`src/rtl/picorv_pcpi_muldiv_if.sv`:
```
// PCPI handshake between the core (master) and a coprocessor (slave).
interface picorv_pcpi_muldiv_if #(
    parameter int XLEN = 64
);
    logic            pcpi_valid;
    logic [31:0]     pcpi_insn;
    logic [XLEN-1:0] pcpi_rs1;
    logic [XLEN-1:0] pcpi_rs2;
    logic            pcpi_wr;
    logic [XLEN-1:0] pcpi_rd;
    logic            pcpi_wait;
    logic            pcpi_ready;

    modport master (
        output pcpi_valid, pcpi_insn, pcpi_rs1, pcpi_rs2,
        input  pcpi_wr, pcpi_rd, pcpi_wait, pcpi_ready
    );

    modport slave (
        input  pcpi_valid, pcpi_insn, pcpi_rs1, pcpi_rs2,
        output pcpi_wr, pcpi_rd, pcpi_wait, pcpi_ready
    );
endinterface

```
`src/rtl/picorv_pcpi_muldiv.sv`:
```
// Iterative RV32M/RV64M multiply/divide PCPI coprocessor with one shared shift datapath.
// Define PICORV_PCPI_MULDIV_WOPS_EN (XLEN=64 only) to also claim the RV64 *W word ops.
module picorv_pcpi_muldiv #(
    parameter int XLEN      = 64,
    parameter int MUL_STEPS = 2,
    parameter int DIV_STEPS = 1
) (
    input  logic                clock,
    input  logic                reset,
    picorv_pcpi_muldiv_if.slave pcpi
);
    localparam int CNT_W = $clog2(XLEN + 1);
    localparam logic [CNT_W-1:0] MUL_CYCLES = CNT_W'(XLEN / MUL_STEPS);
    localparam logic [CNT_W-1:0] DIV_CYCLES = CNT_W'(XLEN / DIV_STEPS);

    typedef enum logic [1:0] {IDLE, CALC, DONE} state_t;

    state_t            state, state_next;
    logic              cooldown;
    logic [CNT_W-1:0]  cnt, cnt_init;
    logic [2*XLEN-1:0] acc, acc_init, mul_next, div_next, prod;
    logic [XLEN-1:0]   opb, div_val, result;
    logic [XLEN:0]     mul_sum, div_trial;
    logic              is_div, neg_res, sel_alt;

    logic [2:0]        funct3;
    logic              base_op, word_op, claim;
    logic              a_signed, b_signed, a_neg, b_neg;
    logic [XLEN-1:0]   a_ext, b_ext, a_mag, b_mag;
    logic              ready_o, wait_o;
    logic              unused_insn_bits;

    assign funct3  = pcpi.pcpi_insn[14:12];
    assign base_op = (pcpi.pcpi_insn[6:0] == 7'b0110011) && (pcpi.pcpi_insn[31:25] == 7'b0000001);
    assign unused_insn_bits = ^{pcpi.pcpi_insn[24:15], pcpi.pcpi_insn[11:7]};

`ifdef PICORV_PCPI_MULDIV_WOPS_EN
    localparam logic [CNT_W-1:0] MULW_CYCLES = CNT_W'(32 / MUL_STEPS);
    localparam logic [CNT_W-1:0] DIVW_CYCLES = CNT_W'(32 / DIV_STEPS);
    logic is_word;

    assign word_op = (XLEN == 64) && (pcpi.pcpi_insn[6:0] == 7'b0111011) &&
                     (pcpi.pcpi_insn[31:25] == 7'b0000001) && (funct3 == 3'b000 || funct3[2]);
`else
    assign word_op = 1'b0;
`endif

    assign claim = pcpi.pcpi_valid && (state == IDLE) && !cooldown && (base_op || word_op);

    // Operand conditioning: extension for word ops, then sign-magnitude split.
    always_comb begin
        a_ext    = pcpi.pcpi_rs1;
        b_ext    = pcpi.pcpi_rs2;
        a_signed = funct3 inside {3'b001, 3'b010, 3'b100, 3'b110};
        b_signed = funct3 inside {3'b001, 3'b100, 3'b110};
`ifdef PICORV_PCPI_MULDIV_WOPS_EN
        if (word_op) begin
            // MULW keeps only the low 32 product bits, so it runs unsigned.
            a_signed = funct3 inside {3'b100, 3'b110};
            b_signed = a_signed;
            a_ext    = a_signed ? XLEN'($signed(pcpi.pcpi_rs1[31:0])) : XLEN'(pcpi.pcpi_rs1[31:0]);
            b_ext    = b_signed ? XLEN'($signed(pcpi.pcpi_rs2[31:0])) : XLEN'(pcpi.pcpi_rs2[31:0]);
        end
`endif
        a_neg = a_signed & a_ext[XLEN-1];
        b_neg = b_signed & b_ext[XLEN-1];
        a_mag = a_neg ? -a_ext : a_ext;
        b_mag = b_neg ? -b_ext : b_ext;
    end

    always_comb begin
        if (funct3[2]) begin
            acc_init = {{XLEN{1'b0}}, a_mag};
            cnt_init = DIV_CYCLES;
        end else begin
            acc_init = {{XLEN{1'b0}}, b_mag};
            cnt_init = MUL_CYCLES;
        end
`ifdef PICORV_PCPI_MULDIV_WOPS_EN
        if (word_op) begin
            // Word dividend sits in the top half of the quotient field so 32 shifts finish it.
            acc_init = funct3[2] ? acc_init << 32 : acc_init;
            cnt_init = funct3[2] ? DIVW_CYCLES : MULW_CYCLES;
        end
`endif
    end

    // NOTE: combinational loops use blocking '=' so each unrolled stage sees the previous one.
    always_comb begin
        mul_sum   = '0;
        div_trial = '0;
        mul_next  = acc;
        for (int i = 0; i < MUL_STEPS; i++) begin
            mul_sum  = {1'b0, mul_next[2*XLEN-1:XLEN]} + (mul_next[0] ? {1'b0, opb} : '0);
            mul_next = {mul_sum, mul_next[XLEN-1:1]};
        end
        div_next = acc;
        for (int i = 0; i < DIV_STEPS; i++) begin
            div_trial = {div_next[2*XLEN-1:XLEN], div_next[XLEN-1]} - {1'b0, opb};
            if (div_trial[XLEN])
                div_next = {div_next[2*XLEN-2:0], 1'b0};
            else
                div_next = {div_trial[XLEN-1:0], div_next[XLEN-2:0], 1'b1};
        end
    end

    // NOTE: datapath registers carry no reset; they are always loaded on claim before being read.
    always_ff @(posedge clock) begin
        if (claim) begin
            is_div  <= funct3[2];
            sel_alt <= funct3[2] ? funct3[1] : (funct3[1:0] != 2'b00);
            neg_res <= funct3[2] ? (funct3[1] ? a_neg : ((a_neg ^ b_neg) && (b_ext != '0)))
                                 : (a_neg ^ b_neg);
            acc     <= acc_init;
            opb     <= funct3[2] ? b_mag : a_mag;
            cnt     <= cnt_init;
`ifdef PICORV_PCPI_MULDIV_WOPS_EN
            is_word <= word_op;
`endif
        end else if (state == CALC && cnt != '0) begin
            acc <= is_div ? div_next : mul_next;
            cnt <= cnt - CNT_W'(1);
        end
    end

    always_comb begin
        prod    = neg_res ? -acc : acc;
        div_val = sel_alt ? acc[2*XLEN-1:XLEN] : acc[XLEN-1:0];
        if (neg_res)
            div_val = -div_val;
        if (is_div)
            result = div_val;
        else
            result = sel_alt ? prod[2*XLEN-1:XLEN] : prod[XLEN-1:0];
`ifdef PICORV_PCPI_MULDIV_WOPS_EN
        if (is_word)
            result = is_div ? XLEN'($signed(div_val[31:0])) : XLEN'($signed(acc[XLEN-32 +: 32]));
`endif
    end

    always_ff @(posedge clock) begin
        if (reset) begin
            state    <= IDLE;
            cooldown <= 1'b0;
        end else begin
            state    <= state_next;
            cooldown <= (state == DONE);
        end
    end

    // NOTE: every output of this block is defaulted first so no path infers a latch.
    always_comb begin
        state_next = state;
        wait_o     = 1'b0;
        ready_o    = 1'b0;
        unique case (state)
            IDLE: if (claim) state_next = CALC;
            CALC: begin
                wait_o = 1'b1;
                if (cnt == '0) state_next = DONE;
            end
            DONE: begin
                ready_o    = 1'b1;
                state_next = IDLE;
            end
            default: state_next = IDLE;
        endcase
    end

    assign pcpi.pcpi_wait  = wait_o;
    assign pcpi.pcpi_ready = ready_o;
    assign pcpi.pcpi_wr    = ready_o;
    assign pcpi.pcpi_rd    = ready_o ? result : '0;
endmodule

```
`src/flat_wrapper.sv`:
```
// flat-port wrapper written by rule: the top's interface ports become plain ports
module picorv_pcpi_muldiv_flat 
#(
    parameter int XLEN      = 64,
    parameter int MUL_STEPS = 2,
    parameter int DIV_STEPS = 1
)
  (clock, reset, pcpi_pcpi_valid, pcpi_pcpi_insn, pcpi_pcpi_rs1, pcpi_pcpi_rs2, pcpi_pcpi_wr, pcpi_pcpi_rd, pcpi_pcpi_wait, pcpi_pcpi_ready);
  picorv_pcpi_muldiv_if #(.XLEN(XLEN)) pcpi_i ();
  input  logic clock;
  input  logic reset;
  input wire logic [$bits(pcpi_i.pcpi_valid)-1:0] pcpi_pcpi_valid;
  input wire logic [$bits(pcpi_i.pcpi_insn)-1:0] pcpi_pcpi_insn;
  input wire logic [$bits(pcpi_i.pcpi_rs1)-1:0] pcpi_pcpi_rs1;
  input wire logic [$bits(pcpi_i.pcpi_rs2)-1:0] pcpi_pcpi_rs2;
  output wire logic [$bits(pcpi_i.pcpi_wr)-1:0] pcpi_pcpi_wr;
  output wire logic [$bits(pcpi_i.pcpi_rd)-1:0] pcpi_pcpi_rd;
  output wire logic [$bits(pcpi_i.pcpi_wait)-1:0] pcpi_pcpi_wait;
  output wire logic [$bits(pcpi_i.pcpi_ready)-1:0] pcpi_pcpi_ready;
  assign pcpi_i.pcpi_valid = pcpi_pcpi_valid;
  assign pcpi_i.pcpi_insn = pcpi_pcpi_insn;
  assign pcpi_i.pcpi_rs1 = pcpi_pcpi_rs1;
  assign pcpi_i.pcpi_rs2 = pcpi_pcpi_rs2;
  assign pcpi_pcpi_wr = pcpi_i.pcpi_wr;
  assign pcpi_pcpi_rd = pcpi_i.pcpi_rd;
  assign pcpi_pcpi_wait = pcpi_i.pcpi_wait;
  assign pcpi_pcpi_ready = pcpi_i.pcpi_ready;
  picorv_pcpi_muldiv #(.XLEN(XLEN), .MUL_STEPS(MUL_STEPS), .DIV_STEPS(DIV_STEPS)) u_core (.clock(clock), .reset(reset), .pcpi(pcpi_i));
endmodule
```
`config.mk`:
```
export PLATFORM = sky130hd
export DESIGN_NAME = picorv_pcpi_muldiv_flat
export DESIGN_NICKNAME = d
export VERILOG_FILES = /design/src/rtl/picorv_pcpi_muldiv_if.sv /design/src/rtl/picorv_pcpi_muldiv.sv /design/src/flat_wrapper.sv
export SDC_FILE = /design/constraint.sdc
export NUM_CORES = 2
export LEC_CHECK = 0
export CORE_MARGIN = 10
export CORE_UTILIZATION = 55
export CTS_BUF_LIST = sky130_fd_sc_hd__clkbuf_8
export DETAILED_ROUTE_END_ITERATION = 10
export GPL_ROUTABILITY_DRIVEN = 1
export PLACE_DENSITY = 0.76
export SYNTH_ARGS = -nofsm -noshare
export SYNTH_HDL_FRONTEND = slang
export SYNTH_SLANG_ARGS = --single-unit
export TNS_END_PERCENT = 10
```
`constraint.sdc`:
```
create_clock -name clock -period 9.2 [get_ports clock]
set_input_delay 1.84 -clock clock [delete_from_list [all_inputs] [get_ports clock]]
set_output_delay 1.84 -clock clock [all_outputs]
set_load 0.02 [all_outputs]
```
After elaboration in Yosys (flattened, before gate mapping)
Index checks and enable logic that the tools add are counted.
{ "word_totals": {"reg_bits": 205, "output_inout_bits": 67, "word_cells": 72} }
{ "classes": {"muxes": 27, "bitwise": 3, "addsub": 8, "eq_ne": 10, "reduce_logical": 16} }
{ "op_table": {"columns": ["cell", "n"], "rows": [
  ["64-bit two-way mux", 11],
  ["128-bit two-way mux", 5],
  ["64-bit negator", 3],
  ["64-bit by 65-bit adder with 65-bit output", 2],
  ["128-bit negator", 1],
  ["65-bit by 64-bit subtractor with 65-bit output", 1],
  ["64-bit nonzero test", 1],
  ["7-bit two-way mux", 3],
  ["7-bit by 1-bit equality test with 1-bit output (second input constant)", 1],
  ["7-bit by 6-bit equality test with 1-bit output (second input constant)", 1],
  ["7-bit logical NOT", 1],
  ["7-bit nonzero test", 1],
  ["7-bit by 1-bit subtractor with 7-bit output (second input constant)", 1],
  ["3-bit equality test (second input constant)", 2],
  ["1-bit logical AND", 6],
  ["1-bit two-way mux", 5],
  ["2-bit two-way mux", 2],
  ["2-bit case mux with 2 select lines", 1],
  ["2-bit nonzero test", 2],
  ["4-bit nonzero test", 1],
  ["3-bit by 1-bit equality test with 1-bit output (second input constant)", 1],
  ["3-bit by 2-bit equality test with 1-bit output (second input constant)", 1],
  ["3-bit nonzero test", 1],
  ["1-bit AND", 2],
  ["8 further kinds", 8]
]} }

Depth between registers and ports, before layout
{ "depth": {"ltp_word": 7, "ltp_mapped": 29, "mapped_depth_nobuf": 26} }

Worst setup path after synthesis
No wires, ideal clock.
{ "synth_path": {"path_type": "flip-flop to output port", "from": "reg u_core.sel_alt", "to": "out pcpi_pcpi_rd[52]", "stages_incl_launch_ff": 21, "setup_slack_ps": 1952, "t_required_ps": 7360, "t_arrival_ps": 5408, "path_cell_list": "edfxtp_1 -> buf_6 -> buf_2 -> buf_4 -> buf_2 -> buf_2 -> buf_2 -> buf_2 -> buf_1 -> buf_1 -> mux2i_1 -> ha_1 -> o211ai_1 -> or3_4 -> nand3b_4 -> or4_4 -> or2_1 -> o21ai_0 -> nand2_1 -> xor2_1 -> a211oi_1"} }
{ "synth_via": {"elab_chain_cells": 5, "elab_cells_between_ends": 6, "cone_classes": "1 x add/sub; 5 x mux"} }
{ "synth_lines": {"columns": ["element", "line", "source"], "rows": [
  ["from (decl)", "picorv_pcpi_muldiv.sv:24", "logic is_div, neg_res, sel_alt;"],
  ["from (signal assigned)", "picorv_pcpi_muldiv.sv:111", "sel_alt <= funct3[2] ? funct3[1] : (funct3[1:0] != 2'b00);"],
  ["64-bit two-way mux", "picorv_pcpi_muldiv.sv:128", "div_val = sel_alt ? acc[2*XLEN-1:XLEN] : acc[XLEN-1:0];"],
  ["64-bit negator", "picorv_pcpi_muldiv.sv:130", "div_val = -div_val;"],
  ["64-bit two-way mux", "picorv_pcpi_muldiv.sv:129", "if (neg_res)"],
  ["64-bit two-way mux (*)", "picorv_pcpi_muldiv.sv:131", "if (is_div)"],
  ["64-bit two-way mux (*)", "picorv_pcpi_muldiv.sv:173", "assign pcpi.pcpi_rd = ready_o ? result : '0;"],
  ["to (decl)", "flat_wrapper.sv:17", "output wire logic [$bits(pcpi_i.pcpi_rd)-1:0] pcpi_pcpi_rd;"]
]} }
Every way passes the cells marked *; elsewhere a longest branch is shown, timed or not.

Worst setup path in the final report
{ "layout_path": {"from": "reg u_core.acc[1]", "to": "out pcpi_pcpi_rd[42]"} }
{ "layout_via": {"elab_chain_cells": 5, "elab_cells_between_ends": 8, "cone_classes": "2 x add/sub; 6 x mux"} }
{ "layout_lines": {"columns": ["element", "line", "source"], "rows": [
  ["from (decl)", "picorv_pcpi_muldiv.sv:21", "logic [2*XLEN-1:0] acc, acc_init, mul_next, div_next, prod;"],
  ["from (signal assigned)", "picorv_pcpi_muldiv.sv:114", "acc <= acc_init;"],
  ["from (signal assigned)", "picorv_pcpi_muldiv.sv:121", "acc <= is_div ? div_next : mul_next;"],
  ["128-bit negator / 64-bit two-way mux (equally long branches)", "picorv_pcpi_muldiv.sv:127, picorv_pcpi_muldiv.sv:128", null],
  ["128-bit two-way mux / 64-bit negator (equally long branches)", "picorv_pcpi_muldiv.sv:127, picorv_pcpi_muldiv.sv:130", null],
  ["64-bit two-way mux (on tied branches)", "picorv_pcpi_muldiv.sv:134, picorv_pcpi_muldiv.sv:129", null],
  ["64-bit two-way mux (*)", "picorv_pcpi_muldiv.sv:131", null],
  ["64-bit two-way mux (*)", "picorv_pcpi_muldiv.sv:173", null]
]} }
Marked as above.

==> run metrics <==
DP Wirelength=88.6 mm; Reg-to-Reg End=u_core.acc[127]; setup bufs post-CTS=0; # hold bufs at CTS=0; critical path's top delay family=simple AND/OR/NAND/NOR gates; Crit. Startpoint=u_core.acc[1]; FFs w/ async S/R, synth=0%; status=finished, final reports clean; Hold Crit Class=reg2reg; R2R Setup Slk=around 1300 ps; Clock transition at path regs=80 ps; P_int=between 1.5 and 2 mW; Fin Setup TNS=0 ps; I/O Pins=230; core area=57,900 um2; overall routed net length=111 mm; setup violators final=0; fraction of layout cells with a size suffix above 1=approximately 3.8%; Worst path depth=13; final period utilization=92.8%; Worst Setup EP=pcpi_pcpi_rd[42]; first-pass detailed-route iteration total=6; grt ovf=0; gpl congestion=1.03; CP Class=reg2out; CTS Buffer Depth=3; Post-Syn Area=between 30,000 and 40,000 um2; Synth Net Count=4,694; Ys Warns=0; post-synthesis simple-gate area fraction=about a fifth; htree depth=1; Final Power=~2.0 mW; Tightest Pin Transition=between 1000 and 1500 ps; total vias in the final route=~33,000; 1st-iter DRT viols=between 4,000 and 5,000; Pins Over Slew Limit=0; Synth cell types=between 90 and 100; post-synthesis sequential area ratio=between 10% and 20%; clk sinks=205; slew margin rel.=a little over a fifth; area of all sequential standard cells=roughly 6000 um2; Critical Path Fanout Max=64; Post-synth EDFFs=between 200 and 250; critical path capture point type=output port; GRT Overall Usage=29.8%; pwr dens=58.1 nW/um2; post-synthesis mux area share=between 7 and 8%; Data arrival, critical path=roughly 6700 ps; utilization after layout=60.4%; site row count=88; Root Driver=clkbuf_8; Post-CTS Resized=0; sw power=between 0.5 and 0.6 mW; VDD IR max=between 60 and 70 uV; clock skew=roughly 33 ps; multi-input combinational cell area=around 24,000 um2; reg-to-reg startpoint=u_core.acc[0]; Flop pwr share=between 50 and 60%; Chip Height=between 200 and 300 um; number of vias per cell=about 6.5; Yosys top cell by area=edfxtp_1; I/O Buffers=around 210; Pleak=roughly 14 nW; first-pass GRT wire length=~170 mm; Nets=between 4,000 and 5,000; Cells after Synth=about 4,300; Buf/Inv on CP=2; Synth-to-Final Area Change=8.28%; syn_area_per_cell=approximately 7.5 um2; main combinational cell family by area after synthesis=compound AO/OA/AOI/OAI gates; main flop type after synthesis=edfxtp_1; Die W=between 200 and 300 um; routed length per instance=21.9 um; RSZ-0062 raised after global routing=no; worst skew pair latency=620 ps; top cells by area, synth=edfxtp_1 (19%), ha_1 (7.7%), mux2i_1 (7.1%); fill cell total of the finished layout=~5,400; largest net degree at the start of global routing=203; maxcap violations=0; Clk pwr share=a little over a third; CP Cell Sequence=inv_2 > ha_1 > nand4_1 > nor4_1 > nand3_1 > nor3_1 > nand3_1 > o21ai_0 > xor2_1 > nand2_1 > o21ai_0 > o22ai_1 > clkdlybuf4s50_1; worst r2r path cells=23; initial antenna violation count=1; Starting Density=between 50 and 60%; Min Clock Period, post-route=roughly 8500 ps; vias in the first global route=approximately 29,000; Synth Area in Adders=7.85%; antenna-violating nets left=0; Post-Synth XOR/XNOR Area=roughly an eighth; fmax=between 100 and 150 MHz; Critical-path top delay cell=inv_2; die area=between 60,000 and 70,000 um2; CP Data Required Time=between 7000 and 8000 ps; Yosys reg bits=around 210; Logic pwr share=14.4%; switching share of power=25.9%; final hold viol count=0; Synth top area share=a little under a fifth; post-synthesis compound-gate area fraction=25.8%; drt drc=0; Setup crit start kind=flip-flop; CTS tree=yes; CTS Buf Count=31; max incr delay on CP=approximately 840 ps
-- cell type report --
type                       instances  share of cell area, %
antenna                            1                0.00715
clock buffer                      31                   1.22
clock inverter                    23                  0.383
inverter                         132                   1.42
multi-input combinational       3671                   69.9
sequential                       205                   17.5
tap                              765                   2.74
timing repair buffer             243                   6.81
-- kinds of logic (layout without fill, tap and decap cells) --
kind of cell / Yosys count / count (layout)
other: 0 / 1
adder cells (fa/ha/maj): 201 / 201
XOR/XNOR: 485 / 485
flip-flops: 205 / 205
AO/OA/AOI/OAI: 1325 / 1325
AND/OR/NAND/NOR: 1412 / 1412
buffers and inverters: 454 / 429
multiplexers: 248 / 248
-- state kept, by name (all words and copies together), names as in the netlist --
register and count:
u_core.cooldown 1, u_core.sel_alt 1, u_core.opb 64, u_core.neg_res 1, u_core.acc 128, u_core.is_div 1
u_core.state 2, u_core.cnt 7
-- cells in the final DEF, fill, tap and decap left out, types with 47 or more instances in the layout --
master and n:
nor3_1 110, o21bai_1 47, clkdlybuf4s50_1 213, a21oi_1 415, inv_1 132, o31ai_1 80, mux2i_1 230, a211oi_1 57
xor2_1 224, xnor2_1 261, nand4_1 73, nor2_1 473, o21ai_0 276, a21o_1 125, ha_1 198, nand3_1 82
edfxtp_1 202, a31oi_1 52, nand2_1 343
-- cell usage after synthesis, types with 10 or more instances --
| master | instances |
|---|---|
| a211oi_1 | 57 |
| a21boi_0 | 10 |
| a21o_1 | 125 |
| a21oi_1 | 415 |
| a22oi_1 | 10 |
| a31oi_1 | 52 |
| a41oi_1 | 10 |
| and2_1 | 25 |
| and3_1 | 26 |
| buf_1 | 31 |
| buf_2 | 24 |
| clkbuf_1 | 263 |
| edfxtp_1 | 202 |
| ha_1 | 198 |
| inv_1 | 127 |
| mux2_2 | 15 |
| mux2i_1 | 230 |
| nand2_1 | 345 |
| nand2b_1 | 41 |
| nand3_1 | 83 |
| nand4_1 | 73 |
| nor2_1 | 474 |
| nor2b_1 | 25 |
| nor3_1 | 111 |
| nor3b_1 | 12 |
| nor4_1 | 39 |
| o2111ai_1 | 10 |
| o211ai_1 | 28 |
| o21a_1 | 29 |
| o21ai_0 | 276 |
| o21ai_1 | 11 |
| o21bai_1 | 47 |
| o22ai_1 | 45 |
| o31ai_1 | 80 |
| o41ai_1 | 31 |
| or2_2 | 27 |
| or3_1 | 46 |
| or4_1 | 25 |
| xnor2_1 | 261 |
| xor2_1 | 224 |
-- through the flow --
| step | worst slack, ps | cells | hold slack, ps | instance area (um2) |
|---|---|---|---|---|
| finish | 659 | 5071 | 470 | 35000 |
| CTS | 824 | 5070 | 477 | 35000 |
| detailed placement | 1500 | 5016 | 481 | 34400 |
| global route | 386 | 5071 | 542 | 35000 |
| floorplan | 1950 | 4330 | 445 | 32300 |
| global placement | 1570 | 5016 | 475 | 34400 |
-- per-layer routing --
metal	global-route usage [%]	share of wire, %
met1	43.4	44
met2	44.5	42
met3	4.46	10
met4	8.90	3.1
met5	0	0
-- power by group through the flow --
stage                     combinational, mW  clock (mW)  sequential (mW)
after global placement                0.283           0             1.04
after CTS                             0.290       0.725             1.02
after global routing                  0.320       0.758             1.02
after detailed placement              0.290           0             1.04
final                                 0.293       0.718             1.02
after floorplan                       0.166           0             1.04
-- how the worst min path moves through the flow --
stage	startpoint	end	cells past startpoint
final	u_core.state[1]	u_core.state[0]	1
after global routing	u_core.state[1]	u_core.state[0]	1
after CTS	u_core.state[1]	u_core.state[0]	1
after detailed placement	u_core.state[1]	u_core.state[0]	1
after global placement	u_core.state[1]	u_core.state[0]	1
after floorplan	u_core.state[1]	u_core.state[0]	1
Power figures use the tool's default switching activity.
